--- config.mk ---
export PLATFORM = sky130hd
export DESIGN_NAME = flt2int_ctrl
export DESIGN_NICKNAME = d
export VERILOG_FILES = /design/src/rtl/flt2int_pkg.sv /design/src/rtl/flt2int_decode.sv /design/src/rtl/flt2int_ctrl.sv
export SDC_FILE = /design/constraint.sdc
export NUM_CORES = 1
export LEC_CHECK = 0
export ABC_CLOCK_PERIOD_IN_PS = 3600
export CAP_MARGIN = 10
export CELL_PAD_IN_SITES_DETAIL_PLACEMENT = 0
export CELL_PAD_IN_SITES_GLOBAL_PLACEMENT = 2
export CORE_UTILIZATION = 37
export DETAILED_ROUTE_END_ITERATION = 12
export GPL_ROUTABILITY_DRIVEN = 1
export PLACE_DENSITY = 0.76
export SYNTH_ARGS = -nofsm -noshare
export SYNTH_HDL_FRONTEND = slang
export SYNTH_HIERARCHICAL = 1
export SYNTH_SLANG_ARGS = --single-unit
--- constraint.sdc ---
create_clock -name clk -period 3.6 [get_ports clk]
set_input_delay 0.72 -clock clk [delete_from_list [all_inputs] [get_ports clk]]
set_output_delay 0.72 -clock clk [all_outputs]
set_load 0.02 [all_outputs]
--- src/rtl/flt2int_pkg.sv ---
// -----------------------------------------------------------------------------
// flt2int_pkg
//   Shared types and constants for the half-precision to sign-magnitude
//   integer converter: controller state encoding, exponent bias, saturation
//   magnitude, default data-memory addresses and internal datapath widths.
// -----------------------------------------------------------------------------
package flt2int_pkg;

   // Controller sequence: two byte reads, decode, iterative shift, two byte
   // writes, then park in DONE until the next reset.
   typedef enum logic [2:0] {
      RD_HI  = 3'd0,
      RD_LO  = 3'd1,
      DECODE = 3'd2,
      SHIFT  = 3'd3,
      WR_HI  = 3'd4,
      WR_LO  = 3'd5,
      DONE   = 3'd6
   } state_t;

   // Half-precision format
   localparam int BIAS   = 15;
   localparam int FRAC_W = 10;   // fraction width; e == FRAC_W means no shift
   localparam int MAX_E  = 14;   // largest exponent whose result fits 15 bits

   // Datapath widths
   localparam int MAG_W  = 26;   // magnitude shift register
   localparam int CNT_W  = 4;    // shift count, at most FRAC_W

   localparam logic [14:0] SAT_MAG      = 15'h7FFF;
   localparam logic [7:0]  DEF_ADDR_IN  = 8'd64;
   localparam logic [7:0]  DEF_ADDR_OUT = 8'd66;

endpackage

--- src/rtl/flt2int_decode.sv ---
// -----------------------------------------------------------------------------
// flt2int_decode
//   Purely combinational decode of a half-precision operand: unbiases the
//   exponent, forms the mantissa with its hidden bit, and chooses shift
//   direction and count needed to align the binary point to bit 0.
//
// Ports
//   exp_field  in   5  biased exponent field flt[14:10]
//   frac       in  10  fraction field flt[9:0]
//   mant       out 26  {hidden bit, fraction}, zero-extended
//   shift_left out  1  1 = shift left, 0 = shift right
//   n          out  4  number of single-bit shifts (0 on ovf/unf)
//   ovf        out  1  exponent too large, saturate the magnitude
//   unf        out  1  value below 1.0, magnitude is zero
// -----------------------------------------------------------------------------
module flt2int_decode
   import flt2int_pkg::*;
(
   input  logic [4:0]       exp_field,
   input  logic [9:0]       frac,
   output logic [MAG_W-1:0] mant,
   output logic             shift_left,
   output logic [CNT_W-1:0] n,
   output logic             ovf,
   output logic             unf
);

   localparam logic signed [5:0] E_MAX  = 6'(MAX_E);
   localparam logic signed [5:0] E_FRAC = 6'(FRAC_W);
   localparam logic signed [5:0] E_BIAS = 6'(BIAS);

   logic signed [5:0] e;

   // Exponent field range 0..31 maps to -15..16, which fits 6-bit signed.
   assign e = $signed({1'b0, exp_field}) - E_BIAS;

   // Hidden bit is 1 for every normal number; a zero field gives zero/subnormal.
   assign mant = {{(MAG_W-FRAC_W-1){1'b0}}, |exp_field, frac};

   always_comb begin
      ovf        = 1'b0;
      unf        = 1'b0;
      shift_left = 1'b0;
      n          = '0;
      if (e > E_MAX) begin
         ovf = 1'b1;
      end else if (e[5]) begin
         unf = 1'b1;
      end else if (e >= E_FRAC) begin
         // e is 10..14 here, so the 4-bit difference is exact.
         shift_left = 1'b1;
         n          = e[3:0] - 4'(FRAC_W);
      end else begin
         // e is 0..9 here.
         n          = 4'(FRAC_W) - e[3:0];
      end
   end

endmodule

--- src/rtl/flt2int_ctrl.sv ---
// -----------------------------------------------------------------------------
// flt2int_ctrl
//   Single-shot converter. After each reset release it reads a half-precision
//   operand (MSB at ADDR_IN, LSB at ADDR_IN+1) from data memory, converts it to
//   a 16-bit sign-magnitude integer with truncation toward zero and saturation
//   at 0x7FFF, writes the result (MSB at ADDR_OUT, LSB at ADDR_OUT+1) and then
//   holds done high until reset. The magnitude is aligned by a one-bit-per-cycle
//   shifter, so latency is 5 + n cycles where n is the decoded shift count.
//
// Ports
//   clk          in   1  clock, rising-edge active
//   reset        in   1  asynchronous, active-high; aborts any conversion
//   mem_addr     out  8  data-memory byte address
//   mem_rd_data  in   8  combinational read data for mem_addr
//   mem_wr_data  out  8  write data
//   mem_wr_en    out  1  write strobe, memory captures on rising clk
//   done         out  1  result written
// -----------------------------------------------------------------------------
module flt2int_ctrl
   import flt2int_pkg::*;
#(
   parameter logic [7:0] ADDR_IN  = DEF_ADDR_IN,
   parameter logic [7:0] ADDR_OUT = DEF_ADDR_OUT
) (
   input  logic       clk,
   input  logic       reset,
   output logic [7:0] mem_addr,
   input  logic [7:0] mem_rd_data,
   output logic [7:0] mem_wr_data,
   output logic       mem_wr_en,
   output logic       done
);

   state_t state;
   state_t state_nxt;

   logic [15:0]      flt;
   logic [MAG_W-1:0] mag;
   logic [CNT_W-1:0] n;
   logic             shift_left;

   logic [MAG_W-1:0] dec_mant;
   logic             dec_left;
   logic [CNT_W-1:0] dec_n;
   logic             dec_ovf;
   logic             dec_unf;

   logic [15:0]      result;

   // Initial magnitude loaded at decode: clamp on overflow, clear on underflow.
   function automatic logic [MAG_W-1:0] saturate(
      input logic             ovf,
      input logic             unf,
      input logic [MAG_W-1:0] mant
   );
      if (ovf)
         return {{(MAG_W-15){1'b0}}, SAT_MAG};
      else if (unf)
         return '0;
      else
         return mant;
   endfunction

   // A zero magnitude always packs as +0 so -0.x and -0 never emit 0x8000.
   function automatic logic [15:0] pack_result(
      input logic             sign,
      input logic [MAG_W-1:0] m
   );
      if (m == '0)
         return 16'h0000;
      else
         return {sign, m[14:0]};
   endfunction

   flt2int_decode u_decode (
      .exp_field  (flt[14:10]),
      .frac       (flt[9:0]),
      .mant       (dec_mant),
      .shift_left (dec_left),
      .n          (dec_n),
      .ovf        (dec_ovf),
      .unf        (dec_unf)
   );

   assign result = pack_result(flt[15], mag);

   // State register
   always_ff @(posedge clk or posedge reset) begin
      if (reset)
         state <= RD_HI;
      else
         state <= state_nxt;
   end

   // Next-state logic
   always_comb begin
      state_nxt = state;
      case (state)
         RD_HI:   state_nxt = RD_LO;
         RD_LO:   state_nxt = DECODE;
         DECODE:  state_nxt = (dec_n != '0) ? SHIFT : WR_HI;
         // Leave on the cycle that performs the last shift.
         SHIFT:   state_nxt = (n <= CNT_W'(1)) ? WR_HI : SHIFT;
         WR_HI:   state_nxt = WR_LO;
         WR_LO:   state_nxt = DONE;
         DONE:    state_nxt = DONE;
         default: state_nxt = RD_HI;
      endcase
   end

   // Moore outputs; reset forces RD_HI, so outputs clear without a clock.
   always_comb begin
      mem_addr    = ADDR_IN;
      mem_wr_data = 8'h00;
      mem_wr_en   = 1'b0;
      done        = 1'b0;
      case (state)
         RD_HI:  mem_addr = ADDR_IN;
         RD_LO:  mem_addr = ADDR_IN + 8'd1;
         WR_HI: begin
            mem_addr    = ADDR_OUT;
            mem_wr_data = result[15:8];
            mem_wr_en   = 1'b1;
         end
         WR_LO: begin
            mem_addr    = ADDR_OUT + 8'd1;
            mem_wr_data = result[7:0];
            mem_wr_en   = 1'b1;
         end
         DONE:   done = 1'b1;
         default: ;
      endcase
   end

   // Operand capture, decode load and iterative shifter
   always_ff @(posedge clk or posedge reset) begin
      if (reset) begin
         flt        <= '0;
         mag        <= '0;
         n          <= '0;
         shift_left <= 1'b0;
      end else begin
         case (state)
            RD_HI: flt[15:8] <= mem_rd_data;
            RD_LO: flt[7:0]  <= mem_rd_data;
            DECODE: begin
               mag        <= saturate(dec_ovf, dec_unf, dec_mant);
               n          <= dec_n;
               shift_left <= dec_left;
            end
            SHIFT: begin
               if (n != '0) begin
                  // Right shift drops low bits: truncation toward zero.
                  mag <= shift_left ? (mag << 1) : (mag >> 1);
                  n   <= n - CNT_W'(1);
               end
            end
            default: ;
         endcase
      end
   end

endmodule

Word level (Yosys, flattened, before mapping)
Index checks and enable logic that the tools add are counted.

storage, ports and cells
  register bits = 50
  input bits = 10
  output and inout port bits = 18

cells by class
  $add $sub $neg = 4
  order comparisons = 3
  equal/unequal tests = 7
  muxes and demuxes = 24
  reductions and logical operators = 9

operators by type and width
  cell                 count
  $mux 26              2
  $pmux 26 s2          1
  $logic_not 26->1     1
  $pmux 3 s6           1
  $mux 16              1
  $mux 4               4
  $pmux 8 s2           1
  $mux 15              1
  $mux 11              1
  $eq 3x3->1 const B   3
  $mux 1               8
  $pmux 4 s2           1
  $reduce_bool 4->1    2
  $eq 3x2->1 const B   2
  $ge 6x5->1 const B   1
  $gt 6x5->1 const B   1
  $mux 3               2
  $pmux 2 s3           1
  $sub 5x4->6 const B  1
  $reduce_or 5->1      1
  $le 4x1->1 const B   1
  $reduce_or 2->1      2
  $sub 4x1->4 const B  1
  $sub 4x4->4 const A  1
  6 further kinds      6

Depth between registers and ports, before layout
Gate-level depths: netlist of the first run.

  word-level depth = 8
  depth in mapped cells = 12
  gate-level depth less buffers = 12

By module
Netlist of the first run, hierarchy kept.

modules (own cells, without submodules)
  module          instances  cells an instance  area an instance (µm²)
  flt2int_ctrl    1          316                2989.1
  flt2int_decode  1          68                 510.5

Worst setup path after synthesis of the first run
OpenSTA, ideal clock, no wires.

  path type = register to register
  from = register flt[10]
  to = register state[1]
  library setup time = 0.142 ns
  arrival time = 2.685 ns
  setup slack = 0.773 ns
  stages on the path, launching flop included = 13
  path buffers = 0
  clock period less this slack = 2.827 ns
  path through = dfrtp_1 ha_1 xor2_2 inv_2 ha_1 a21oi_1 nand2_2 a21oi_2 a2111o_1 nand2_1 or4_1 o22ai_1 o221ai_1

between the ends
  word-level cells in the longest chain between the ends = 8

RTL lines
  what                                line                  source
  from (decl)                         flt2int_ctrl.sv:37    logic [15:0] flt;
  from (signal assigned)              flt2int_ctrl.sv:144   RD_HI: flt[15:8] <= mem_rd_data;
  $sub 5x4->6 (*)                     flt2int_decode.sv:35  assign e = $signed({1'b0, exp_field}) - E_BIAS;
  $ge 6x5->1 (tied with other cells)  flt2int_decode.sv:49  end else if (e >= E_FRAC) begin
  $mux 4                              flt2int_decode.sv:49
  $mux 4                              flt2int_decode.sv:47  end else if (e[5]) begin
  $mux 4 (*)                          flt2int_decode.sv:45  if (e > E_MAX) begin
  named net dec_n[1]                  flt2int_ctrl.sv:44    logic [CNT_W-1:0] dec_n;
  $reduce_bool 4->1 (*)               flt2int_ctrl.sv:101   DECODE: state_nxt = (dec_n != '0) ? SHIFT : WR_HI;
  $mux 3 (*)                          flt2int_ctrl.sv:101
  $pmux 3 s6 (*)                      flt2int_ctrl.sv:98    case (state)
  named net state_nxt[1]              flt2int_ctrl.sv:35    state_t state_nxt;
  to (signal assigned)                flt2int_ctrl.sv:92    state <= state_nxt;
  to (decl)                           flt2int_ctrl.sv:34    state_t state;

The timed path passes the listed nets; every way through them passes the cells marked *.
A chain may end at the register's enable or synchronous reset.

Worst setup path in the final report of the first run
Ends and elaborated chain as after synthesis.

==> results of run 1 <==
-- worst reg2reg max path, delay by kind of cell (launching register included) --
kind | cells | cell delay, ps
flip-flops | 1 | 520
adder cells (fa/ha/maj) | 2 | 480
AO/OA/AOI/OAI | 5 | 1070
XOR/XNOR | 1 | 240
AND/OR/NAND/NOR | 3 | 640
buffers and inverters | 1 | 100
-- metrics by stage --
stage	setup slack, ps	utilization	area, sq um	hold WS, ps
after floorplan	773	-	3570	482
after global placement	559	0.392	3610	486
after detailed placement	469	0.392	3610	491
after CTS	450	0.403	3710	515
after global routing	179	0.403	3710	535
final	432	0.403	3710	507
-- flip-flops by register name (all words and copies together) (netlist names) --
name,flops
state,3
shift_left,1
mag,26
flt,16
n,4
-- cell type report --
type / count / share of cell area
multi-input cells: 280 / 0.513
flip-flops and latches: 50 / 0.337
repair buffers: 28 / 0.0709
well taps: 111 / 0.0375
clock buffers: 6 / 0.0223
inverters: 14 / 0.0142
clock inverters: 2 / 0.00439
-- cells in the mapped netlist, drive strengths merged (10+ instances only) --
library cell  instances
o21ai                19
nand2                30
inv                  14
nor2b                19
nor2                 18
nand3                14
a21oi                30
buf                  50
ha                   10
dfrtp                50
a31oi                27
mux2                 41
-- logic make-up after synthesis --
kind of cell | synth area share
AOI/OAI and AO/OA | 0.164
xor gates and xnor gates | 0.0118
adders and majority gates | 0.0358
buffers and inverters | 0.119
DFF | 0.358
muxes | 0.155
other | 0.00322
and+or+nand+nor | 0.154
-- power breakdown --
part | switching [uW] | total (uW) | internal [uW]
Sequential | 395 | 1240 | 847
Clock | 217 | 376 | 159
Combinational | 1190 | 2200 | 1010
Total | 1810 | 3820 | 2020
-- placed cells by master (no fill, tap or decap), drive strengths merged, types with 2 or more instances in the layout --
master / synthesis / routed
dfrtp: 50 / 50
mux2: 41 / 41
nand2: 30 / 30
a21oi: 30 / 30
a31oi: 27 / 27
conb: 3 / 21
clkdlybuf4s50: 0 / 21
nor2b: 19 / 19
o21ai: 19 / 19
nor2: 18 / 18
inv: 14 / 15
nand3: 14 / 14
ha: 10 / 10
mux2i: 8 / 8
buf: 50 / 7
nor4: 6 / 6
clkbuf: 8 / 6
a22o: 3 / 3
nand2b: 3 / 3
o22ai: 3 / 3
and2: 2 / 2
nand3b: 2 / 2
o221a: 2 / 2
o2111ai: 2 / 2
nor3: 2 / 2
xor2: 2 / 2
-- worst max path at each step --
stage / to / cells after the start
6_report: state[1]$_DFF_PP0_ / 12
2_1_floorplan: state[1]$_DFF_PP0_ / 12
3_5_place_dp: state[1]$_DFF_PP0_ / 12
5_1_grt: state[1]$_DFF_PP0_ / 12
3_3_place_gp: state[1]$_DFF_PP0_ / 12
4_1_cts: state[1]$_DFF_PP0_ / 12
-- routing by layer --
metal  global-route usage  wire length (microns)  share of wire
met1                0.253                   4100           0.50
met2                0.296                   3830           0.46
met3               0.0232                    231          0.028
met4               0.0407                     76         0.0092
met5                    0                      0              0
==> impl_metrics.toml, run 1 <==
[place]
place.gp.congestion = 0.798
dp_hpwl_mm = 5.44
portBuffers = 21
dp.cells = 483

[grt]
antenna_found_initial = 0
grt_max_degree = 36
grtUsageTotal = 0.180
grt_pass1_vias = 2616
overflow = 0
grt_pass1_wl_mm = 14.0

[drt]
via_per_inst = 5.42
drtPass1Iterations = 4
wire_per_inst_microns = 16.8
ant_nets = 0
first_iter_violations = 145
vias = 2660
drc = 0
drt_wl_total_mm = 8.24

[power]
p_leak_uw = 0.00147
p_per_area_mw_per_mm2 = 1030
ir_drop_uv = 465
total_power_uw = 3820

[synthesis]
synth_seq_cells = 50
synth_area_leaders = "dfrtp_1, mux2_2, buf_4, a31oi_1, a21oi_1"
yosys_warnings = 6
synthCells = 384
synth.distinct_cells = 51
dominantRegCellSynth = "dfrtp_1"
yosysTopAreaCell = "dfrtp_1"
synth_top_area_frac = 0.358
async_flop_share = 1.00
syn_avg_cell_area_sq_um = 9.11
syn_area_sq_mm = 0.00350
synth_enable_flop_cells = 0
yosysSeqAreaShare = 0.358

[floorplan]
die-area_sq_mm = 0.00985
rows = 35
fp.dieW_microns = 99.3
initial_utilization = 0.381
die_y_microns = 99.3
core_sq_mm = 0.00920
io_pins = 28

[critical_path]
required_ps = 3780
r2r-end = "state[1]$_DFF_PP0_"
crit_path_frequent_cell = "ha_1"
worstSetupEndpointType = "flip-flop"
crit_fanout = 9
cp_slowest_cell = "dfrtp_1"
reg2reg_from = "flt[10]$_DFFE_PP0N_"
rr_worst_depth = 12
crit_chain = "ha_1, xor2_2, inv_2, ha_1, a21oi_1, nand2_2, a21oi_2, a2111o_1, nand2_1, or4_1, o22ai_1, o221ai_1"
path_delay_family = "compound AO/OA/AOI/OAI gates"
worstSetupStartpointType = "flip-flop"
path_buf_inv = 1
cpPeakStageDelay_ps = 520
worstPathArrival_ps = 3350
crit_start = "flt[10]$_DFFE_PP0N_"
path_class = "flip-flop to flip-flop"
reg2reg_slack_ps = 430

[final_layout]
multi_input_area_sq_mm = 0.00190
nets = 399
regArea_sq_mm = 0.00125
fin_cells = 491
layout-drive-gt1-share = 0.187
nFillCells = 962
area_growth_pct = 5.94
antenna_cells = 0

[timing]
min_period_ps = 3170
tightest_slew_ps = 1080
finalHoldViolCount = 0
relSlewSlack = 0.281
setup_tns_ps = 0
rsz0062_at_grt = "no"
finalCritPeriodShare = 0.880
setup_viol = 0
final-max-slew-violation-count = 0
finClkSkew_ps = 12.2
fmax_mhz = 316

[cts]
cts_tree = "built"
cts.sinks = 50
clockRootBuffer = "clkbuf_8"
hold_buffers = 0
clk_pin_slew_ps = 100
clk_path_buf_depth = 2
post_cts_resized = 0
htree_levels = 2
worstSkewPairLatency_ps = 320
post_cts_buffers = 0
cts-buffers-inserted = 5

[worst_hold_path]
hold_depth = 1
min_to = "flt[9]$_DFFE_PP0N_"
hold_path_startpoint = "flt[9]$_DFFE_PP0N_"
hold_class = "flip-flop to flip-flop"

[flow_run]
drv_cap = 0

[status]
status = "finished, final reports clean"
(Power assumes the default switching activity.)
==> inputs of run 2 (changes only) <==
--- a/config.mk
+++ b/config.mk
@@ -7,3 +7,3 @@
 export LEC_CHECK = 0
-export ABC_CLOCK_PERIOD_IN_PS = 3600
+export ABC_CLOCK_PERIOD_IN_PS = 3300
 export CAP_MARGIN = 10
==> constraint.sdc (replaced) <==
create_clock -name clk -period 3.3 [get_ports clk]
set_input_delay 0.66 -clock clk [delete_from_list [all_inputs] [get_ports clk]]
set_output_delay 0.66 -clock clk [all_outputs]
set_load 0.005 [all_outputs]
==> run 2 against run 1 <==
Compared with the run above: clock skew up 2.5 ps; sequential cell count unchanged; wire length up 0.83%; worst setup slack worse by 170 ps; non-clock buffer count up 2; via count down 0.60%; die area unchanged; worst hold slack worse by 1.1 ps; first-iteration DRC count down 21%; fmax up 4.4%; global-route usage about the same; critical path depth unchanged; critical endpoint unchanged.
==> impl_metrics.toml, run 2 (synthesis results as in run 1) <==
[critical_path]
crit_chain = "ha_1, xor2_2, inv_2, ha_1, a21oi_1, nand2_2, a21oi_4, a2111o_1, nand2_1, or4_1, o22ai_1, o221ai_1"
crit_fanout = 9
path_class = "flip-flop to flip-flop"
path_buf_inv = 1
cpPeakStageDelay_ps = 500
worstSetupStartpointType = "flip-flop"
worstSetupEndpointType = "flip-flop"
path_delay_family = "compound AO/OA/AOI/OAI gates"
cp_slowest_cell = "or4_1"
worstPathArrival_ps = 3210
crit_path_frequent_cell = "ha_1"
required_ps = 3480

[final_layout]
antenna_cells = 0
layout_common_cells = "dfrtp_1, mux2_2, nand2_1, a21oi_1, a31oi_1"
nFillCells = 958
area_growth_pct = 6.94
final_core_util = 0.407
nets = 401
layout-drive-gt1-share = 0.191
layout_commonest_cell = "dfrtp_1"
largest_registers = "mag: 26 flops, flt: 16 flops, n: 4 flops"
fin_cells = 493
top_register = "mag"
largest_reg_flops = 26

[timing]
rsz0062_at_grt = "no"
tightest_slew_ps = 1070
finClkSkew_ps = 14.6
setup_tns_ps = 0
fmax_mhz = 329
setup_viol = 0
finalHoldViolCount = 0
finalCritPeriodShare = 0.920
relSlewSlack = 0.289
final-max-slew-violation-count = 0
min_period_ps = 3040

[power]
total_power_uw = 4130
p_per_area_mw_per_mm2 = 1100
ir_drop_uv = 418
p_leak_uw = 0.00149

[floorplan]
rows = 35
core_sq_mm = 0.00920
die-area_sq_mm = 0.00985
fp.dieW_microns = 99.3
initial_utilization = 0.381
io_pins = 28
die_y_microns = 99.3

[drt]
drc = 0
drt_wl_total_mm = 8.31
vias = 2644
wire_per_inst_microns = 16.9
drtPass1Iterations = 4
via_per_inst = 5.36
ant_nets = 0
first_iter_violations = 115

[grt]
overflow = 0
grtUsageTotal = 0.180
grt_pass1_wl_mm = 14.1
grt_pass1_vias = 2693
antenna_found_initial = 0
grt_max_degree = 51

[flow_run]
drv_cap = 0

[place]
dp_hpwl_mm = 5.44
place.gp.congestion = 0.780
portBuffers = 21
dp.cells = 485

[cts]
clockRootBuffer = "clkbuf_8"
worstSkewPairLatency_ps = 310
cts.sinks = 50
clk_path_buf_depth = 2
cts-buffers-inserted = 5
htree_levels = 2
hold_buffers = 0
clk_pin_slew_ps = 100
cts_tree = "built"

[worst_hold_path]
hold_class = "flip-flop to flip-flop"

[status]
status = "finished, final reports clean"
run 2: cell types whose count changed in the layout (fill, tap and decap cells not counted):
| cell | delta |
|---|---|
| a21oi_2 | -1 |
| a21oi_4 | +1 |
| buf_4 | +2 |
| bufinv_16 | +1 |
| clkbuf_1 | +1 |
| clkbuf_8 | -1 |
| dfrtp_1 | -1 |
| dfrtp_2 | +1 |
| inv_6 | -1 |
run 2: worst paths after layout:
path | start | endpoint | slack [ps] | cells past startpoint
max in group asynchronous | reset | flt[10]$_DFFE_PP0N_ | 1970 | 3
max reg2reg | flt[10]$_DFFE_PP0N_ | state[1]$_DFF_PP0_ | 260 | 12
min | flt[8]$_DFFE_PP0N_ | flt[8]$_DFFE_PP0N_ | 510 | 1
min reg2reg | flt[8]$_DFFE_PP0N_ | flt[8]$_DFFE_PP0N_ | 510 | 1
min in group asynchronous | reset | mag[18]$_DFFE_PP0P_ | 860 | 3
max | flt[10]$_DFFE_PP0N_ | state[1]$_DFF_PP0_ | 260 | 12
run 2: stage by stage:
step / area [sq um] / worst slack, ps / hold slack, ps
global route: 3740 / 5.86 / 531
global placement: 3620 / 254 / 484
detailed placement: 3620 / 206 / 488
finish: 3740 / 264 / 506
CTS: 3730 / 167 / 511
floorplan: 3570 / 473 / 482
run 2: what timing repair did:
item / in CTS / in global routing
buffers inserted: 0 / 0
hold endpoints to repair: 0 / 0
gates resized for setup: 0 / 2
setup endpoints to repair: 0 / 3
run 2: layer usage:
metal  part of all wire  global-route usage  routed length (microns)  vias to the layer above
met5                  0                   0                        0                        -
met4             0.0036              0.0373                       30                        0
met3              0.036              0.0288                      303                        2
met2               0.48               0.295                     3960                       60
met1               0.48               0.251                     4010                     1281
li1                   -                   -                        -                     1301
run 2: area by class of cell:
| cell class | instances | area, sq um | share of cell area |
|---|---|---|---|
| Clock buffer | 6 | 72.6 | 0.0194 |
| Sequential cell | 50 | 1250 | 0.335 |
| Tap cell | 111 | 139 | 0.0371 |
| Timing Repair Buffer | 30 | 278 | 0.0742 |
| Clock inverter | 2 | 37.5 | 0.0100 |
| Multi-Input combinational cell | 280 | 1910 | 0.511 |
| Inverter | 14 | 52.6 | 0.0140 |
run 2: worst reg2reg max path: stages, from the launching register on:
cell and delay [ps]:
dfrtp_2 480, ha_1 260, xor2_2 220, inv_2 90
ha_1 220, a21oi_1 180, nand2_2 100, a21oi_4 220
a2111o_1 170, nand2_1 60, or4_1 500, o22ai_1 260
o221ai_1 160
run 2: report_power, final:
group	internal, uW	switching [uW]	total (uW)
Sequential	926	423	1350
Combinational	1120	1220	2340
Clock	227	217	444
